File: config.mk
export PLATFORM = sky130hd
export DESIGN_NAME = multi_fifo_buff
export DESIGN_NICKNAME = d
export VERILOG_FILES = /design/src/rtl/buff_pkg.sv /design/src/rtl/shift.sv /design/src/rtl/multi_fifo_buff.sv
export SDC_FILE = /design/constraint.sdc
export NUM_CORES = 1
export LEC_CHECK = 0
export CAP_MARGIN = 40
export CORE_MARGIN = 1
export CORE_UTILIZATION = 35
export CTS_CLUSTER_DIAMETER = 50
export DETAILED_ROUTE_END_ITERATION = 6
export RECOVER_POWER = 100
export SLEW_MARGIN = 10
export SYNTH_ARGS = -nofsm -noshare
export SYNTH_HDL_FRONTEND = slang
export SYNTH_HIERARCHICAL = 1
export SYNTH_SLANG_ARGS = --single-unit
export TNS_END_PERCENT = 1
File: constraint.sdc
create_clock -name clk -period 3.8 [get_ports clk]
set_input_delay 0.76 -clock clk [delete_from_list [all_inputs] [get_ports clk]]
set_output_delay 0.76 -clock clk [all_outputs]
set_load 0.05 [all_outputs]
File: src/rtl/buff_pkg.sv
// rtl/buff_pkg.sv - shared width and circular-index helpers for buffer blocks
package buff_pkg;

  // Index width that stays >= 1 even when a dimension collapses to a single entry
  function automatic int bits(input int n);
    return (n > 1) ? $clog2(n) : 1;
  endfunction

  function automatic int wrap_inc(input int v, input int n);
    return (v + 1 >= n) ? 0 : v + 1;
  endfunction

  // Operands are each < n, so one subtraction is enough for non-power-of-two depths
  function automatic int wrap_add(input int a, input int b, input int n);
    return (a + b >= n) ? a + b - n : a + b;
  endfunction

endpackage

File: src/rtl/shift.sv
// rtl/shift.sv - fixed-depth register delay line with async reset; depth 0 is a wire
module shift #(
  parameter int WIDTH = 1,
  parameter int DELAY = 1
) (
  input  logic             clk,
  input  logic             rst,
  input  logic [WIDTH-1:0] din_i,
  output logic [WIDTH-1:0] dout_o
);

  generate
    if (DELAY == 0) begin : g_pass
      logic unused_clk_rst;
      assign unused_clk_rst = clk ^ rst;
      assign dout_o = din_i;
    end else begin : g_pipe
      logic [WIDTH-1:0] stage_q [DELAY];

      always_ff @(posedge clk or posedge rst) begin
        if (rst) begin
          for (int i = 0; i < DELAY; i++) stage_q[i] <= '0;
        end else begin
          stage_q[0] <= din_i;
          for (int i = 1; i < DELAY; i++) stage_q[i] <= stage_q[i-1];
        end
      end

      assign dout_o = stage_q[DELAY-1];
    end
  endgenerate

endmodule

File: src/rtl/multi_fifo_buff.sv
// rtl/multi_fifo_buff.sv - NUMFIFO circular FIFOs sharing one data memory, with
// overflow/underflow rejection, per-FIFO flush and status, and a delayed pop-valid strobe.
module multi_fifo_buff
  import buff_pkg::*;
#(
  parameter int  NUMELEM   = 4,
  parameter int  BITDATA   = 4,
  parameter int  NUMFIFO   = 8,
  parameter int  DAT_DELAY = 1,
  localparam int BITFIFO   = bits(NUMFIFO)
) (
  input  logic               clk,
  input  logic               rst,
  output logic               ready,
  input  logic               push,
  input  logic [BITFIFO-1:0] pu_prt,
  input  logic [BITDATA-1:0] pu_din,
  input  logic               pop,
  input  logic [BITFIFO-1:0] po_prt,
  input  logic               flush,
  input  logic [BITFIFO-1:0] fl_prt,
  output logic               po_vld,
  output logic [BITDATA-1:0] po_dout,
  output logic               pu_err,
  output logic               po_err,
  output logic [NUMFIFO-1:0] empty,
  output logic [NUMFIFO-1:0] full
);

  localparam int BITELEM = bits(NUMELEM);
  localparam int BITADDR = bits(NUMFIFO * NUMELEM);
  localparam logic [BITELEM:0] CNT_FULL = (BITELEM+1)'(NUMELEM);
  localparam logic [BITELEM:0] CNT_ONE  = (BITELEM+1)'(1);

  logic [BITDATA-1:0] mem    [NUMFIFO*NUMELEM];
  logic [BITELEM-1:0] head_q [NUMFIFO];
  logic [BITELEM-1:0] head_d [NUMFIFO];
  logic [BITELEM:0]   cnt_q  [NUMFIFO];
  logic [BITELEM:0]   cnt_d  [NUMFIFO];

  logic               ready_q;
  logic               pu_err_q;
  logic               po_err_q;
  logic               rd_vld_q;
  logic [BITDATA-1:0] rd_data_q;
  logic [NUMFIFO-1:0] empty_q;
  logic [NUMFIFO-1:0] empty_d;
  logic [NUMFIFO-1:0] full_q;
  logic [NUMFIFO-1:0] full_d;

  logic               push_acc;
  logic               pop_acc;
  logic               pu_hit;
  logic               po_hit;
  logic               fl_hit;
  logic [BITADDR-1:0] wr_addr;
  logic [BITADDR-1:0] rd_addr;
  logic [BITDATA:0]   shift_out;

  always_comb begin
    // A full FIFO may still take a push when the same cycle pops from it
    pop_acc  = ready_q && pop && (cnt_q[po_prt] != '0) && !(flush && (fl_prt == po_prt));
    push_acc = ready_q && push && !(flush && (fl_prt == pu_prt)) &&
               ((cnt_q[pu_prt] < CNT_FULL) || (pop_acc && (po_prt == pu_prt)));
    wr_addr  = BITADDR'(int'(pu_prt) * NUMELEM +
                        wrap_add(int'(head_q[pu_prt]), int'(cnt_q[pu_prt]), NUMELEM));
    rd_addr  = BITADDR'(int'(po_prt) * NUMELEM + int'(head_q[po_prt]));
    pu_hit   = 1'b0;
    po_hit   = 1'b0;
    fl_hit   = 1'b0;
    empty_d  = '0;
    full_d   = '0;
    for (int i = 0; i < NUMFIFO; i++) begin
      head_d[i] = head_q[i];
      cnt_d[i]  = cnt_q[i];
      pu_hit    = push_acc && (pu_prt == BITFIFO'(i));
      po_hit    = pop_acc && (po_prt == BITFIFO'(i));
      fl_hit    = ready_q && flush && (fl_prt == BITFIFO'(i));
      if (fl_hit) begin
        cnt_d[i] = '0;
      end else if (pu_hit && !po_hit) begin
        cnt_d[i] = cnt_q[i] + CNT_ONE;
      end else if (po_hit && !pu_hit) begin
        cnt_d[i] = cnt_q[i] - CNT_ONE;
      end
      if (po_hit) head_d[i] = BITELEM'(wrap_inc(int'(head_q[i]), NUMELEM));
      empty_d[i] = (cnt_d[i] == '0);
      full_d[i]  = (cnt_d[i] == CNT_FULL);
    end
  end

  always_ff @(posedge clk or posedge rst) begin
    if (rst) begin
      ready_q   <= 1'b0;
      pu_err_q  <= 1'b0;
      po_err_q  <= 1'b0;
      rd_vld_q  <= 1'b0;
      rd_data_q <= '0;
      empty_q   <= '1;
      full_q    <= '0;
      for (int i = 0; i < NUMFIFO; i++) begin
        head_q[i] <= '0;
        cnt_q[i]  <= '0;
      end
    end else begin
      ready_q  <= 1'b1;
      pu_err_q <= ready_q && push && !push_acc;
      po_err_q <= ready_q && pop && !pop_acc;
      rd_vld_q <= pop_acc;
      if (pop_acc) rd_data_q <= mem[rd_addr];
      empty_q  <= empty_d;
      full_q   <= full_d;
      for (int i = 0; i < NUMFIFO; i++) begin
        head_q[i] <= head_d[i];
        cnt_q[i]  <= cnt_d[i];
      end
    end
  end

  // Read above samples the old word when push and pop hit the same slot
  always_ff @(posedge clk) begin
    if (push_acc) mem[wr_addr] <= pu_din;
  end

  shift #(
    .WIDTH (BITDATA + 1),
    .DELAY (DAT_DELAY - 1)
  ) u_shift (
    .clk    (clk),
    .rst    (rst),
    .din_i  ({rd_vld_q, rd_data_q}),
    .dout_o (shift_out)
  );

  assign ready   = ready_q;
  assign pu_err  = pu_err_q;
  assign po_err  = po_err_q;
  assign empty   = empty_q;
  assign full    = full_q;
  assign po_vld  = shift_out[BITDATA];
  assign po_dout = shift_out[BITDATA-1:0];

endmodule
# [Word level (Yosys, flattened, before mapping)]
# Memory sizes are Yosys's and may differ from the RTL's. A register that Yosys moved wholly into a read port is not among the register bits.
# Index checks and enable logic that the tools add are counted.
[word_totals] reg_bits=60 mem_bits_rw=128 inputBits=18 out_inout_bits=24 elab_cells=229 memories=1
[classes] n_addsub=28 order_cmp=12 eq_ne=32 n_mux=47 bitwise=2 reduce_logical=85
[memory_table] memory="mem" depth=32 width=4 rd=1 rd_ports_with_merged_regs=1 wr=1 line_no="multi_fifo_buff.sv:35" text="logic [BITDATA-1:0] mem [NUMFIFO*NUMELEM];"
[op_table] operator="$mux 3" count=28
[op_table] operator="$eq 3x3->1 const B" count=20
[op_table] operator="$logic_and 1x1->1" count=52
[op_table] operator="$logic_not 3->1" count=11
[op_table] operator="$ge 32x4->1 const B" count=1
[op_table] operator="$add 2x1->3 const B" count=8
[op_table] operator="$add 3x1->3 const B" count=8
[op_table] operator="$ge 3x3->1 const B" count=8
[op_table] operator="$mux 2" count=12
[op_table] operator="$sub 3x1->3 const B" count=8
[op_table] operator="$logic_not 1->1" count=20
[op_table] operator="$bmux 3 s3" count=2
[op_table] operator="$eq 3x2->1 const B" count=6
[op_table] operator="$bmux 2 s3" count=2
[op_table] operator="$eq 3x1->1 const B" count=3
[op_table] operator="$eq 3x3->1" count=3
[op_table] operator="$ge 4x4->1 const B" count=2
[op_table] operator="$not 3->4" count=2
[op_table] operator="$add 5x2->5" count=1
[op_table] operator="$add 5x5->5" count=1
[op_table] operator="$mux 5" count=1
[op_table] operator="$sub 4x3->5 const B" count=1
[op_table] operator="$add 2x3->4" count=1
[op_table] operator="$lt 3x3->1 const B" count=1
[op_table] operator="3 further kinds" count=4

# [Depth between registers and ports, before layout]
[logic_depth] word_depth=17 ltp_mapped=13

# [Hierarchy]
# Netlist, hierarchy kept.
[modules_own_cells] mod="multi_fifo_buff" n_inst=1 cells_each=758 area_each_um2=9908.3
[modules_own_cells] mod="shift" n_inst=1 cells_each=5 area_each_um2=37.5

# [Worst setup path before layout]
# Ideal clock, no wire load.
[synth_path] path_type="in2reg" start="in pu_prt[0]" end="mem mem[16][0] (enable)" setup_time_ns=0.379 t_arrival_ns=4.382 required_ns=3.421 path_slack_ns=-0.961 cell_stages=12 path_buffers=2 path_cell_list="clkbuf_1 -> buf_2 -> mux4_2 -> mux2_2 -> ha_1 -> fa_1 -> nor3b_1 -> ha_1 -> fa_1 -> xnor2_1 -> nor3_1 -> nor4b_1"
[synth_via] elab_chain_cells=9
[synth_rtl] item="start, declared" line_no="multi_fifo_buff.sv:16" text="input logic [BITFIFO-1:0] pu_prt,"
[synth_rtl] item="branches (longest 9 deep; another with $ge 32x4->1)"
[synth_rtl] item="end, declared" line_no="multi_fifo_buff.sv:35"
# Parallel ways; which one is timed is not known. The select of a mux whose other input is x is not followed.

# [Worst setup path in the final report]
[layout_path] start="in pu_prt[0]" end="mem mem[30][0] (enable)"
# The elaborated chain is that of the path after synthesis.

==> flow_summary.yaml <==
logic_synthesis:
  synth.most_common_cell: "edfxtp_1"
  netlist.top_cell.by_area: "edfxtp_1"
  synth_nets: 810
  ys_seq_elements: 192
  synthTopCellsByArea: "edfxtp_1, dfrtp_1, mux2i_1, mux4_2, ha_1"
  synth.distinct_cells: 81
  synthCells: 763
  syn_area_per_cell_um2: 13.0
  yosysSeqAreaShare_pct: 54.8
  yosys.area.top_type_share_pct: 38.6
  synthTopCellsByCount: "edfxtp_1, mux2i_1, dfrtp_1, nand2_1, nor2_1"
  yosysWarnings: 6
  synth-edff-count: 128
  synth_ff_type: "edfxtp_1"
  synth_area_um2: 9950
  ys_async_sr_fraction_pct: 33.3
timing:
  final-setup-viol-count: 14
  fin_hold_ws_ns: 0.527
  worst_slew_pin_slew_ns: 1.62
  fin_ws_ns: -0.0165
  hold_violations: 0
  finalCriticalPeriod_ns: 3.82
  period_share_pct: 100
  rsz0062_at_grt: "yes"
  skew_ns: 0.0112
  fmaxAchievable_mhz: 262
  drv_slew: 66
  relSlewSlack_pct: -7.83
run:
  drv_cap: 2
critical_path:
  cpMostUsedCell: "fa_2"
  worst-setup-path-type: "in2reg"
  required_ns: 3.92
  regToRegStartpoint: "head_q[10]"
  worstPathMaxFanout: 5
  crit_arrival_ns: 3.93
  worst-path-buf-inv: 2
  critPathLaunch: "pu_prt[0]"
  cpMaxStageDelayCell: "mux4_2"
  worstPathCellList: "buf_6, buf_12, mux4_2, mux2_4, ha_4, fa_2, nor3b_2, ha_2, fa_2, xor2_4, nand3_2, nor4_4"
  startpoint_type: "input pin"
  critPathCaptureType: "register"
  cp_top_family: "adder cells"
  critPathMaxStageDelay_ns: 0.50
finish:
  drive_gt1_share_pct: 26.4
  nFillCells: 2533
  area_growth_pct: 25.1
  nets: 947
cts:
  cts.reportedPaths.clkPinSlew_ns: 0.07
  cts_max_path_buffers: 2
  cts_buffers: 17
  clkSinkCount: 192
  clock_latency_ns: 0.44
  root_buffer: "clkbuf_16"
  cts_max_level: 4
  cts_hold_buf: 0
  cts_tree: "built"
floorplan:
  die_area_um2: 29100
  start_util_pct: 35.7
  ios: 42
  num_rows: 61
  dieWidth_um: 171
  die_h_um: 171
  core_um2: 27900
drt:
  drt-vias-per-instance: 5.17
  drcViolationCount: 0
  vias: 6675
  firstDrtPassIters: 5
  routedWlPerCell_um: 20.0
  drt_iter0_markers: 518
  ant_nets: 0
  drt_wl_total_mm: 25.8
power:
  p_clk_share_pct: 22.0
  ir_drop_mv: 0.470
  p_sw_share_pct: 38.3
  p_seq_share_pct: 33.0
  p_per_area_nw_per_um2: 685
  p_comb_share_pct: 45.0
  intPower_mw: 5.26
  p_switching_mw: 3.26
  fin_total_pwr_mw: 8.52
  p_leak_nw: 5.01
global_route:
  grt_max_degree: 34
  grtUsageTotal_pct: 18.6
  grt_pass1_wl_mm: 39.7
  grt_pass1_vias: 6704
  overflow: 0
  antenna_found_initial: 1
run_status:
  violations: "max-capacitance violations, max-slew violations, negative setup slack"
  status: "complete, but fails checks"
min_path:
  hp-class: "reg2reg"
  worstHoldStart: "rd_data_q[1]"
place:
  gp_congestion: 0.853
  hpwl_mm: 19.0
  portBuffers: 41
[cell families (layout without fill, tap and decap cells)]
family          Yosys count  count (layout)  share of synthesized area (%)
compound gates           95              95                           7.50
simple gates            244             244                           13.1
xor+xnor                 23              23                           2.10
mux                     112             112                           14.5
other cells               1               2                         0.0377
flops                   192             192                           54.8
fa+ha+maj                33              33                           4.20
buf+inv                  63             213                           3.72
[power groups by stage]
| stage | registers (mW) | logic (mW) | clock network (mW) |
|---|---|---|---|
| after global placement | 2.86 | 3.77 | 0 |
| after CTS | 2.82 | 3.85 | 1.91 |
| after floorplan | 3.05 | 2.14 | 0 |
| final | 2.81 | 3.83 | 1.87 |
| after global routing | 2.85 | 4.14 | 1.98 |
| after detailed placement | 2.86 | 3.78 | 0 |
[layout make-up]
cell class	instances	area [um^2]	share of cell area [%]
Timing Repair Buffer	154	1310	10.5
Inverter	27	101	0.814
Tap cell	378	473	3.80
Multi-Input combinational cell	508	4480	36.0
Antenna cell	1	2.50	0.0201
Sequential cell	192	5460	43.8
Clock buffer	19	443	3.56
Clock inverter	13	175	1.41
[final timing paths]
kind,end,cells past startpoint,slack (ns)
setup / recovery,mem[30][0],12,-0.02
hold / removal,rd_data_q[1],1,0.53
setup reg to reg,mem[30][0],10,0.11
hold reg to reg,rd_data_q[1],1,0.53
max in group asynchronous,rd_data_q[1],3,0.61
min in group asynchronous,full[4],2,1.13
[what timing repair did]
action                     in CTS  in global routing
setup endpoints to repair     128                128
gates resized for setup        20                 11
cloned                          1                  0
pin swaps                       3                  4
buffers inserted                3                  0
[placed cells by master (no fill, tap or decap), drive strengths merged, types with 4 or more instances in the layout]
cell           Yosys  layout
dfrtp             56      56
edfxtp           128     128
a311oi             4       4
o21ai             12      12
dfstp              8       8
nand4              4       4
xor2               7       7
ha                27      27
a21o               9       9
dlygate4sd3        0      30
mux2i             76      76
and3               7       7
nor2              45      45
nand3              9       9
clkbuf             7      33
and2              19      19
maj3               4       4
mux4              22      22
nand2b             8       8
or2                7       7
clkinv             1       6
o31ai              5       5
a21oi             12      12
nor4              13      13
a221oi             5       5
nor3              41      41
xnor2             16      16
mux2              14      14
a211oi            17      17
or4                4       4
buf               29      99
clkdlybuf4s50      0       8
nand2             53      53
inv               26      30
nor3b             10      10
a21boi             4       4
nor2b              8       8
[routing by layer]
metal | global-route usage (%) | up-vias | part of all wire [%]
li1 | - | 3169 | -
met1 | 24.0 | 3317 | 44
met2 | 31.2 | 161 | 50
met3 | 4.00 | 28 | 4.7
met4 | 5.80 | 0 | 1.9
met5 | 0 | - | 0
[registers in the layout, summed over array words and instances, names as in the netlist]
register and count:
mem 128, cnt_q 24, head_q 16, empty 8, full 8, rd_data_q 4
po_err 1, pu_err 1, rd_vld_q 1, ready 1
[stage by stage]
stage | setup slack [ns] | cells | utilization (%) | setup TNS (ns) | instance area (um^2)
floorplan | -0.344 | 763 | - | -31.78 | 10300
global placement | -0.916 | 1255 | 42.2 | -108.56 | 11800
detailed placement | -0.960 | 1255 | 42.2 | -114.36 | 11800
CTS | 0.00774 | 1291 | 44.9 | 0 | 12500
global route | -0.122 | 1291 | 44.7 | -6.41 | 12400
finish | -0.0165 | 1292 | 44.7 | -0.153 | 12400
Power figures use the tool's default switching activity.
